===== src/rtl/vec_alu_seq_pkg.sv =====
// Shared encodings for the vector ALU sequencer: op types, completion codes,
// FSM states, SEW decode and the latched request record.
package vec_alu_seq_pkg;

  typedef enum logic [2:0] {
    OP_VV = 3'b001,
    OP_VX = 3'b010,
    OP_VI = 3'b100
  } op_type_e;

  typedef enum logic [1:0] {
    CMP_OK       = 2'b00,
    CMP_ILL_VSEW = 2'b01,
    CMP_TIMEOUT  = 2'b10
  } cmp_err_e;

  typedef enum logic [2:0] {
    S_IDLE, S_RD1, S_RD2, S_CAP, S_RUN, S_WB, S_ERR
  } state_e;

  localparam logic [2:0] SEW_8   = 3'd0;
  localparam logic [2:0] SEW_16  = 3'd1;
  localparam logic [2:0] SEW_32  = 3'd2;
  localparam logic [2:0] SEW_64  = 3'd3;
  localparam logic [2:0] SEW_MAX = SEW_64;

  typedef struct packed {
    logic [5:0]  opcode;
    logic [2:0]  op_type;
    logic [2:0]  vsew;
    logic [4:0]  vs1;
    logic [4:0]  vs2;
    logic [4:0]  vd;
    logic [31:0] scalar;
    logic [4:0]  imm;
  } req_t;

  // Mask selecting the byte position inside one element (element bytes - 1).
  function automatic logic [2:0] sew_byte_mask(input logic [2:0] vsew);
    case (vsew)
      SEW_8:   return 3'd0;
      SEW_16:  return 3'd1;
      SEW_32:  return 3'd3;
      SEW_64:  return 3'd7;
      default: return 3'd0;
    endcase
  endfunction

endpackage


===== src/rtl/vec_alu_seq_bcast.sv =====
// vec_bcast: replicates the low SEW bits of a 64-bit value across VLEN.
module vec_bcast
  import vec_alu_seq_pkg::*;
#(
  parameter int unsigned VLEN = 128
) (
  input  logic [63:0]     val_i,
  input  logic [2:0]      vsew_i,
  output logic [VLEN-1:0] vec_o
);

  logic [2:0] mask;
  logic [2:0] sel;

  // Byte b of the vector takes byte (b mod element-bytes) of the value.
  always_comb begin
    // NOTE: every combinational output gets a default first so no latch is inferred.
    vec_o = '0;
    sel   = '0;
    mask  = sew_byte_mask(vsew_i);
    for (int b = 0; b < int'(VLEN / 8); b++) begin
      sel = 3'(b) & mask;
      vec_o[b*8 +: 8] = val_i[{sel, 3'b000} +: 8];
    end
  end

endmodule


===== src/rtl/vec_alu_seq.sv =====
// Sequencer for one vector ALU instruction: reads two VRF operands, drives
// the external lanes until all report done, then OR-merges and writes back.
module vec_alu_seq
  import vec_alu_seq_pkg::*;
#(
  parameter int unsigned VLEN    = 10'd128,
  parameter int unsigned NL_LOG2 = 2'd2,
  parameter int unsigned TIMEOUT = 8'd255
) (
  input  logic                            clk,
  input  logic                            resetn,
  input  logic                            req_valid,
  output logic                            req_ready,
  input  logic [5:0]                      req_opcode,
  input  logic [2:0]                      req_op_type,
  input  logic [2:0]                      req_vsew,
  input  logic [4:0]                      req_vs1,
  input  logic [4:0]                      req_vs2,
  input  logic [4:0]                      req_vd,
  input  logic [31:0]                     req_scalar,
  input  logic [4:0]                      req_imm,
  output logic [4:0]                      vrf_raddr,
  input  logic [VLEN-1:0]                 vrf_rdata,
  output logic                            vrf_we,
  output logic [4:0]                      vrf_waddr,
  output logic [VLEN-1:0]                 vrf_wdata,
  output logic                            lane_run,
  output logic [5:0]                      lane_opcode,
  output logic [2:0]                      lane_vsew,
  output logic [2:0]                      lane_op_type,
  output logic [1:0]                      lane_nb_lanes,
  output logic [VLEN-1:0]                 lane_vs1,
  output logic [VLEN-1:0]                 lane_vs2,
  input  logic [(1<<NL_LOG2)-1:0]         lane_done,
  input  logic [(1<<NL_LOG2)*VLEN-1:0]    lane_vd,
  output logic                            cmp_valid,
  output logic [1:0]                      cmp_err
);

  localparam int unsigned NL         = 1 << NL_LOG2;
  localparam logic [7:0]  TIMEOUT_M1 = 8'(TIMEOUT - 1);

  state_e          state_q, state_d;
  req_t            req_q, req_d;
  cmp_err_e        err_q, err_d;
  logic [7:0]      cnt_q, cnt_d;
  logic [VLEN-1:0] op1_q, op1_d, op2_q, op2_d;
  logic [VLEN-1:0] bcast_vec, merged;
  logic [63:0]     bcast_val;
  logic            all_done, use_bcast;

  assign all_done  = &lane_done;
  assign use_bcast = (req_q.op_type == OP_VX) || (req_q.op_type == OP_VI);

  // Sign-extended to 64 bits, so the low SEW bits are correct for every SEW.
  always_comb begin
    bcast_val = {{32{req_q.scalar[31]}}, req_q.scalar};
    if (req_q.op_type == OP_VI) bcast_val = {{59{req_q.imm[4]}}, req_q.imm};
  end

  vec_bcast #(.VLEN(VLEN)) u_bcast (
    .val_i  (bcast_val),
    .vsew_i (req_q.vsew),
    .vec_o  (bcast_vec)
  );

  always_comb begin
    merged = '0;
    for (int k = 0; k < int'(NL); k++) merged = merged | lane_vd[k*VLEN +: VLEN];
  end

  always_ff @(posedge clk) begin
    // NOTE: sequential state uses non-blocking assignments so all registers update together.
    if (!resetn) state_q <= S_IDLE;
    else         state_q <= state_d;
  end

  always_comb begin
    state_d = state_q;
    case (state_q)
      S_IDLE:  if (req_valid) state_d = (req_vsew > SEW_MAX) ? S_ERR : S_RD1;
      S_RD1:   state_d = S_RD2;
      S_RD2:   state_d = S_CAP;
      S_CAP:   state_d = S_RUN;
      S_RUN: begin
        if (all_done)                 state_d = S_WB;
        else if (cnt_q == TIMEOUT_M1) state_d = S_ERR;
      end
      S_WB, S_ERR: state_d = S_IDLE;
      default:     state_d = S_IDLE;
    endcase
  end

  always_comb begin
    req_d = req_q;
    err_d = err_q;
    op1_d = op1_q;
    op2_d = op2_q;
    cnt_d = '0;
    case (state_q)
      S_IDLE: if (req_valid) begin
        req_d = '{opcode: req_opcode, op_type: req_op_type, vsew: req_vsew,
                  vs1: req_vs1, vs2: req_vs2, vd: req_vd,
                  scalar: req_scalar, imm: req_imm};
        err_d = (req_vsew > SEW_MAX) ? CMP_ILL_VSEW : CMP_OK;
      end
      S_RD2: op1_d = use_bcast ? bcast_vec : vrf_rdata;
      S_CAP: op2_d = vrf_rdata;
      S_RUN: begin
        cnt_d = cnt_q + 8'd1;
        if (!all_done && cnt_q == TIMEOUT_M1) err_d = CMP_TIMEOUT;
      end
      default: ;
    endcase
  end

  always_ff @(posedge clk) begin
    if (!resetn) begin
      req_q <= '0;
      err_q <= CMP_OK;
      cnt_q <= '0;
      op1_q <= '0;
      op2_q <= '0;
    end else begin
      req_q <= req_d;
      err_q <= err_d;
      cnt_q <= cnt_d;
      op1_q <= op1_d;
      op2_q <= op2_d;
    end
  end

  // Outputs decode from state only; anything not named for a state stays 0.
  always_comb begin
    req_ready     = 1'b0;
    vrf_raddr     = '0;
    vrf_we        = 1'b0;
    vrf_waddr     = '0;
    vrf_wdata     = '0;
    lane_run      = 1'b0;
    lane_opcode   = '0;
    lane_vsew     = '0;
    lane_op_type  = '0;
    lane_nb_lanes = '0;
    lane_vs1      = '0;
    lane_vs2      = '0;
    cmp_valid     = 1'b0;
    cmp_err       = CMP_OK;
    case (state_q)
      S_IDLE: req_ready = 1'b1;
      S_RD1:  vrf_raddr = req_q.vs1;
      S_RD2:  vrf_raddr = req_q.vs2;
      S_RUN: begin
        lane_run      = 1'b1;
        lane_opcode   = req_q.opcode;
        lane_vsew     = req_q.vsew;
        lane_op_type  = req_q.op_type;
        lane_nb_lanes = 2'(NL_LOG2);
        lane_vs1      = op1_q;
        lane_vs2      = op2_q;
      end
      S_WB: begin
        vrf_we    = 1'b1;
        vrf_waddr = req_q.vd;
        vrf_wdata = merged;
        cmp_valid = 1'b1;
      end
      S_ERR: begin
        cmp_valid = 1'b1;
        cmp_err   = err_q;
      end
      default: ;
    endcase
  end

endmodule


===== config.mk =====
export PLATFORM = sky130hd
export DESIGN_NAME = vec_alu_seq
export DESIGN_NICKNAME = d
export VERILOG_FILES = /design/src/rtl/vec_alu_seq_pkg.sv /design/src/rtl/vec_alu_seq_bcast.sv /design/src/rtl/vec_alu_seq.sv
export SDC_FILE = /design/constraint.sdc
export NUM_CORES = 1
export LEC_CHECK = 0
export CORE_AREA = 2 2 440 442
export DETAILED_ROUTE_END_ITERATION = 8
export DIE_AREA = 0 0 442 444
export SLEW_MARGIN = 0
export SYNTH_ARGS = -nofsm -noshare
export SYNTH_HDL_FRONTEND = slang
export SYNTH_SLANG_ARGS = --single-unit

===== constraint.sdc =====
create_clock -name clk -period 1.9 [get_ports clk]
set_input_delay 0.19 -clock clk [delete_from_list [all_inputs] [get_ports clk]]
set_output_delay 0.19 -clock clk [all_outputs]
set_load 0.01 [all_outputs]

### Yosys cells after proc, flatten, opt, wreduce, memory -nomap -nowiden

Cells that the tools add are included.

| operators by class | value |
|---|---|
| add/subtract/negate cells | 1 |
| order comparisons | 1 |
| eq/ne operators | 15 |
| shifts and indexed selects | 7 |
| mux-type cells | 26 |
| bitwise operators | 3 |
| reductions and logical operators | 11 |

Operator list:

| cell | count |
|---|---|
| $mux W128 | 4 |
| $or A128 B128 Y128 | 3 |
| $shiftx A64 B7 Y8 | 4 |
| $shiftx A64 B6 Y8 | 2 |
| $mux W64 | 1 |
| $shiftx A64 B5 Y8 | 1 |
| $mux W3 | 6 |
| $eq A3 B2 Y1 const B | 5 |
| $pmux W3 S5 | 1 |
| $eq A3 B3 Y1 const B | 4 |
| $pmux W5 S2 | 1 |
| $pmux W3 S3 | 1 |
| $add A8 B1 Y8 const B | 1 |
| $eq A8 B8 Y1 const B | 1 |
| $mux W2 | 4 |
| $eq A3 B1 Y1 const B | 2 |
| $mux W6 | 1 |
| $reduce_and A2 Y1 | 3 |
| $mux W1 | 5 |
| $mux W5 | 1 |
| $ne A2 B2 Y1 const B | 2 |
| $pmux W2 S2 | 1 |
| $reduce_and A4 Y1 | 1 |
| $gt A3 B2 Y1 const B | 1 |
| other kinds (8) | 8 |

| word-level totals | value |
|---|---|
| bits in registers | 333 |
| input bits | 711 |
| output and inout port bits | 414 |
| logic and storage cells | 77 |

### Depth between registers and ports, before layout

| logic depth | value |
|---|---|
| depth after elaboration | 5 |
| mapped depth | 7 |
| gate-level depth less buffers | 7 |

### Cells and area by module

Synthesis repeated with hierarchy kept, for this count alone.

| second synthesis, totals | value |
|---|---|
| cell total of the unflattened synthesis | 2536 |
| area total of the unflattened synthesis | 19517.5 um^2 |

Modules (own cells, without submodules):

| module | times used | cells an instance | area an instance (um^2) | sequential area each (um^2) |
|---|---|---|---|---|
| vec_alu_seq | 1 | 2284 | 17887.2 | 6666.4 |
| vec_bcast | 1 | 252 | 1630.3 | 0.0 |

### Worst setup path after synthesis

Ideal clock, no wire load.

| timing path | value |
|---|---|
| path type | register to output |
| from | register state_q[1] |
| to | output lane_vs1[0] |
| data arrival time | 1.592 ns |
| data required time | 1.710 ns |
| slack | 0.118 ns |
| cell stages (with the launch flop) | 7 |
| path buffers | 4 |
| path through | dfxtp_1 -> buf_2 -> nor3b_1 -> clkbuf_1 -> clkbuf_1 -> clkbuf_1 -> and2_1 |

| between the ends | value |
|---|---|
| cells in the longest elaborated chain, start to end | 2 |

RTL lines:

| what | RTL line | source |
|---|---|---|
| from (decl) | vec_alu_seq.sv:43 | `state_e state_q, state_d;` |
| from (signal assigned) | vec_alu_seq.sv:75 | `else state_q <= state_d;` |
| $eq A3 B3 Y1 | vec_alu_seq.sv:149 | `case (state_q)` |
| $mux W128 | vec_alu_seq.sv:149 |  |
| to (decl) | vec_alu_seq.sv:32 | `output logic [VLEN-1:0] lane_vs1,` |

Every way passes these cells.

### Worst setup path in the final report

| timing path | value |
|---|---|
| from | register state_q[2] |
| to | output vrf_wdata[18] |

| between the ends | value |
|---|---|
| cells in the longest elaborated chain, start to end | 2 |

RTL lines:

| what | RTL line | source |
|---|---|---|
| $eq A3 B3 Y1 | vec_alu_seq.sv:149 |  |
| $mux W128 | vec_alu_seq.sv:149 |  |
| to (decl) | vec_alu_seq.sv:26 | `output logic [VLEN-1:0] vrf_wdata,` |

Every way passes these cells.

==> summary.md <==
| Metric | Value |
|---|---|
| Worst Skew | 43.0 ps |
| Max Fclk | between 300 and 400 MHz |
| Layout cells sized above 1 | 0.178 |
| Crit-path max cell delay | between 500 and 600 ps |
| Post-synth ARST share | 0 |
| Register area share after synthesis | 0.401 |
| Part of the cycle the worst path needs | 1.35 |
| DRC Markers | 0 |
| Clock sink count | 333 |
| Met2 wire len | 101 mm |
| First-pass GRT wire length | 242 mm |
| Relative slew slack | 0.237 |
| Clock latency on the worst-skew pair | 610 ps |
| Number of cells produced by synthesis | 2245 |
| Top post-synthesis cells by area | dfxtp_1, nand2_1, and2_1, a21boi_0, a21oi_1 |
| Drt first pass iters | 5 |
| Final setup fails | 509 |
| Crit path max-delay cell type | clkdlybuf4s50_1 |
| Vias in the first global route | approximately 22000 |
| Unrepaired setup endpoints after global routing | true |
| Synth Cell Area | about 0.017 mm² |
| Max Cap Violations | 0 |
| Initial antenna violation count | approximately 170 |
| Synth area leader | dfxtp_1 |
| Port-buffer cells | 1123 |
| Fillers | 21350 |
| Uppermost layer routed | met5 |
| Initial Util | 0.0867 |
| Vias post-DR | roughly 22000 |
| Flop2flop setup slack | -440 ps |
| Area grow syn2layout | 113% |
| Leak pwr | 13.5 nW |
| Failing checks | setup timing |
| Crit-path max FO | 31 |
| WP data required | 1710 ps |
| CP Capture Type | output pin |
| Total power | 25.3 mW |
| Syn nets | 2958 |
| Register area | 0.00667 mm² |
| Buf/Inv on CP | 4 |
| YS warnings | 0 |
| Max Slew Vio Count | 0 |
| Die W | 442 µm |
| Yosys cell types | 51 |
| Post-synth EDFFs | 0 |
| Initial DRC count | 1506 |
| Top-count cell post-synth | nand2_1 |
| CP Launch Type | flop |
| Worst Setup Slack, final | -671 ps |
| Final Hold Viols | 0 |
| CP arrival | 2380 ps |
| DIE AREA | roughly 0.20 mm² |
| Congestion Overflow GR | 0 |
| Met1 wire length | approximately 62 mm |
| Post-layout minimum cycle time | 2570 ps |
| DP HPWL | 174 mm |
| Pwr Density | 716 mW/mm² |
| Crit path cell chain | buf_6, nand3_4, buf_12, nor2_1, buf_4, clkdlybuf4s50_1 |
| Run status | finished, violations left |
| Worst vdd ir | 0.615 mV |
| CTS Buf Count | 42 |
| Min-delay worst type | input pin to flop |
| CTS tree | done |
| Final Cell Area | 0.0354 mm² |
| Post-synth top flop | dfxtp_1 |
| H-tree depth | 2 |
| DRT Wirelength | just under 200 mm |
| Cell family with most CP delay | buffers and inverters |
| Util after Layout | 0.185 |
| Commonest cells post-synth | nand2_1, dfxtp_1, and2_1 |
| Register clock-pin slew on the reported worst setup and hold paths | 60 ps |
| Max Root-Sink Buffers | 3 |
| Tot GR Track Use | 0.191 |
| Final hold slack | 107 ps |
| Die Span Y | 444 µm |
| Setup Crit Path Kind | flop to output pin |
| Placed cell areas | 0.0338 mm² |
| Worst Max-Slew Pin Slew | 1130 ps |
| GPL Wtd Cong | 1.42 |
| Row Count | 161 |
| Final net count | 4157 |
| Syn avg cell area | approximately 7.4 µm² |
| Met3 Routed Length | 14.4 mm |
| Largest net degree at the start of global routing | 107 |
| Root Driver | clkbuf_16 |
| FF+latch count, synth | 333 |
| Via density | 3.69 |
| Core outline area | between 0.15 and 0.2 mm² |
| Area of the multi-input gates | 0.00935 mm² |
| Synth top area share | 0.401 |
| ANT nets after route | 0 |
| Wire per inst | 32.4 µm |
| # IOs | 1125 |
-- routing by layer --
| metal | vias to the layer above | global-route usage |
|---|---|---|
| li1 | 10075 | - |
| met1 | 10679 | 0.174 |
| met2 | 1122 | 0.353 |
| met3 | 431 | 0.0577 |
| met4 | 34 | 0.152 |
| met5 | - | 0 |
-- logic make-up after synthesis --
kind of cell             count (synthesis)  share of synthesized area
multiplexers                             8                    0.00783
other                                    1                   0.000226
AND/OR/NAND/NOR                       1123                      0.322
adder cells (fa/ha/maj)                  2                    0.00151
flip-flops                             333                      0.401
buffers and inverters                  182                     0.0430
XOR/XNOR                                 5                    0.00264
AO/OA/AOI/OAI                          591                      0.221
-- worst reg2reg max path, stage by stage (launching register included) --
cell and delay, ps:
dfxtp_2 330, or3b_4 410, buf_12 160, mux2i_4 190, buf_4 160, a221oi_1 550
buf_4 240, a21oi_1 50, a21oi_1 140
-- through the flow --
stage	cells	setup TNS [ps]	setup WS, ps
after floorplan	2245	0	118
after global placement	5915	-30980	-771
after detailed placement	5915	-35860	-852
after CTS	5988	-235890	-750
after global routing	6035	-210070	-745
final	6060	-157340	-671
-- state kept, by name, indices dropped and copies added (netlist names) --
name     count
op2_q      128
cnt_q        8
state_q      3
op1_q      128
req_q       64
err_q        2
-- placed cells by master, fill, tap and decap left out, types with 6 or more instances in the layout --
cell type | synthesis | layout
clkdlybuf4s15_2 | 0 | 24
buf_12 | 0 | 185
diode_2 | 0 | 65
clkbuf_16 | 0 | 45
dfxtp_2 | 0 | 6
dlygate4sd2_1 | 0 | 6
a21oi_1 | 208 | 207
buf_16 | 0 | 6
clkbuf_2 | 0 | 71
buf_4 | 2 | 171
nor4_1 | 128 | 128
o21ai_0 | 123 | 123
buf_6 | 1 | 15
dfxtp_1 | 333 | 327
clkbuf_8 | 0 | 8
dlymetal6s2s_1 | 0 | 34
o21a_1 | 8 | 8
nand3_1 | 23 | 22
nand2_1 | 518 | 517
a22oi_1 | 9 | 9
and2_1 | 275 | 267
nor2_1 | 150 | 148
o211ai_1 | 8 | 8
and2_4 | 0 | 7
buf_2 | 13 | 27
clkdlybuf4s50_1 | 0 | 791
a21boi_0 | 202 | 202
a31oi_1 | 11 | 11
-- final cells by class --
type	count	area share
flip-flops and latches	333	0.189
diodes	65	0.00460
well taps	2526	0.0894
multi-input cells	1730	0.265
repair buffers	1334	0.412
clock buffers	52	0.0334
inverters	3	0.000319
clock inverters	17	0.00722
-- repair_timing --
action,in CTS,in global routing
endpoints found under the setup margin,534,542
cloned,1,4
pin swaps,8,2
hold buffers,0,0
gates resized for setup,228,249
buffers inserted,3,3
-- final timing paths --
path	start	end	depth (start not counted)
max	state_q[2]	vrf_wdata[18]	6
min	resetn	op2_q[5]	2
max reg2reg	req_q[56]	op1_q[18]	8
min reg2reg	op2_q[59]	op2_q[59]	2
-- power by group --
group / leakage [nW] / switching [mW] / total, mW / internal, mW
clock: 0.697 / 3.52 / 8.50 / 4.98
sequential: 2.71 / 0.576 / 8.36 / 7.78
combinational: 10.1 / 4.53 / 8.45 / 3.92
Note: power is estimated with default switching activity, not from simulation.
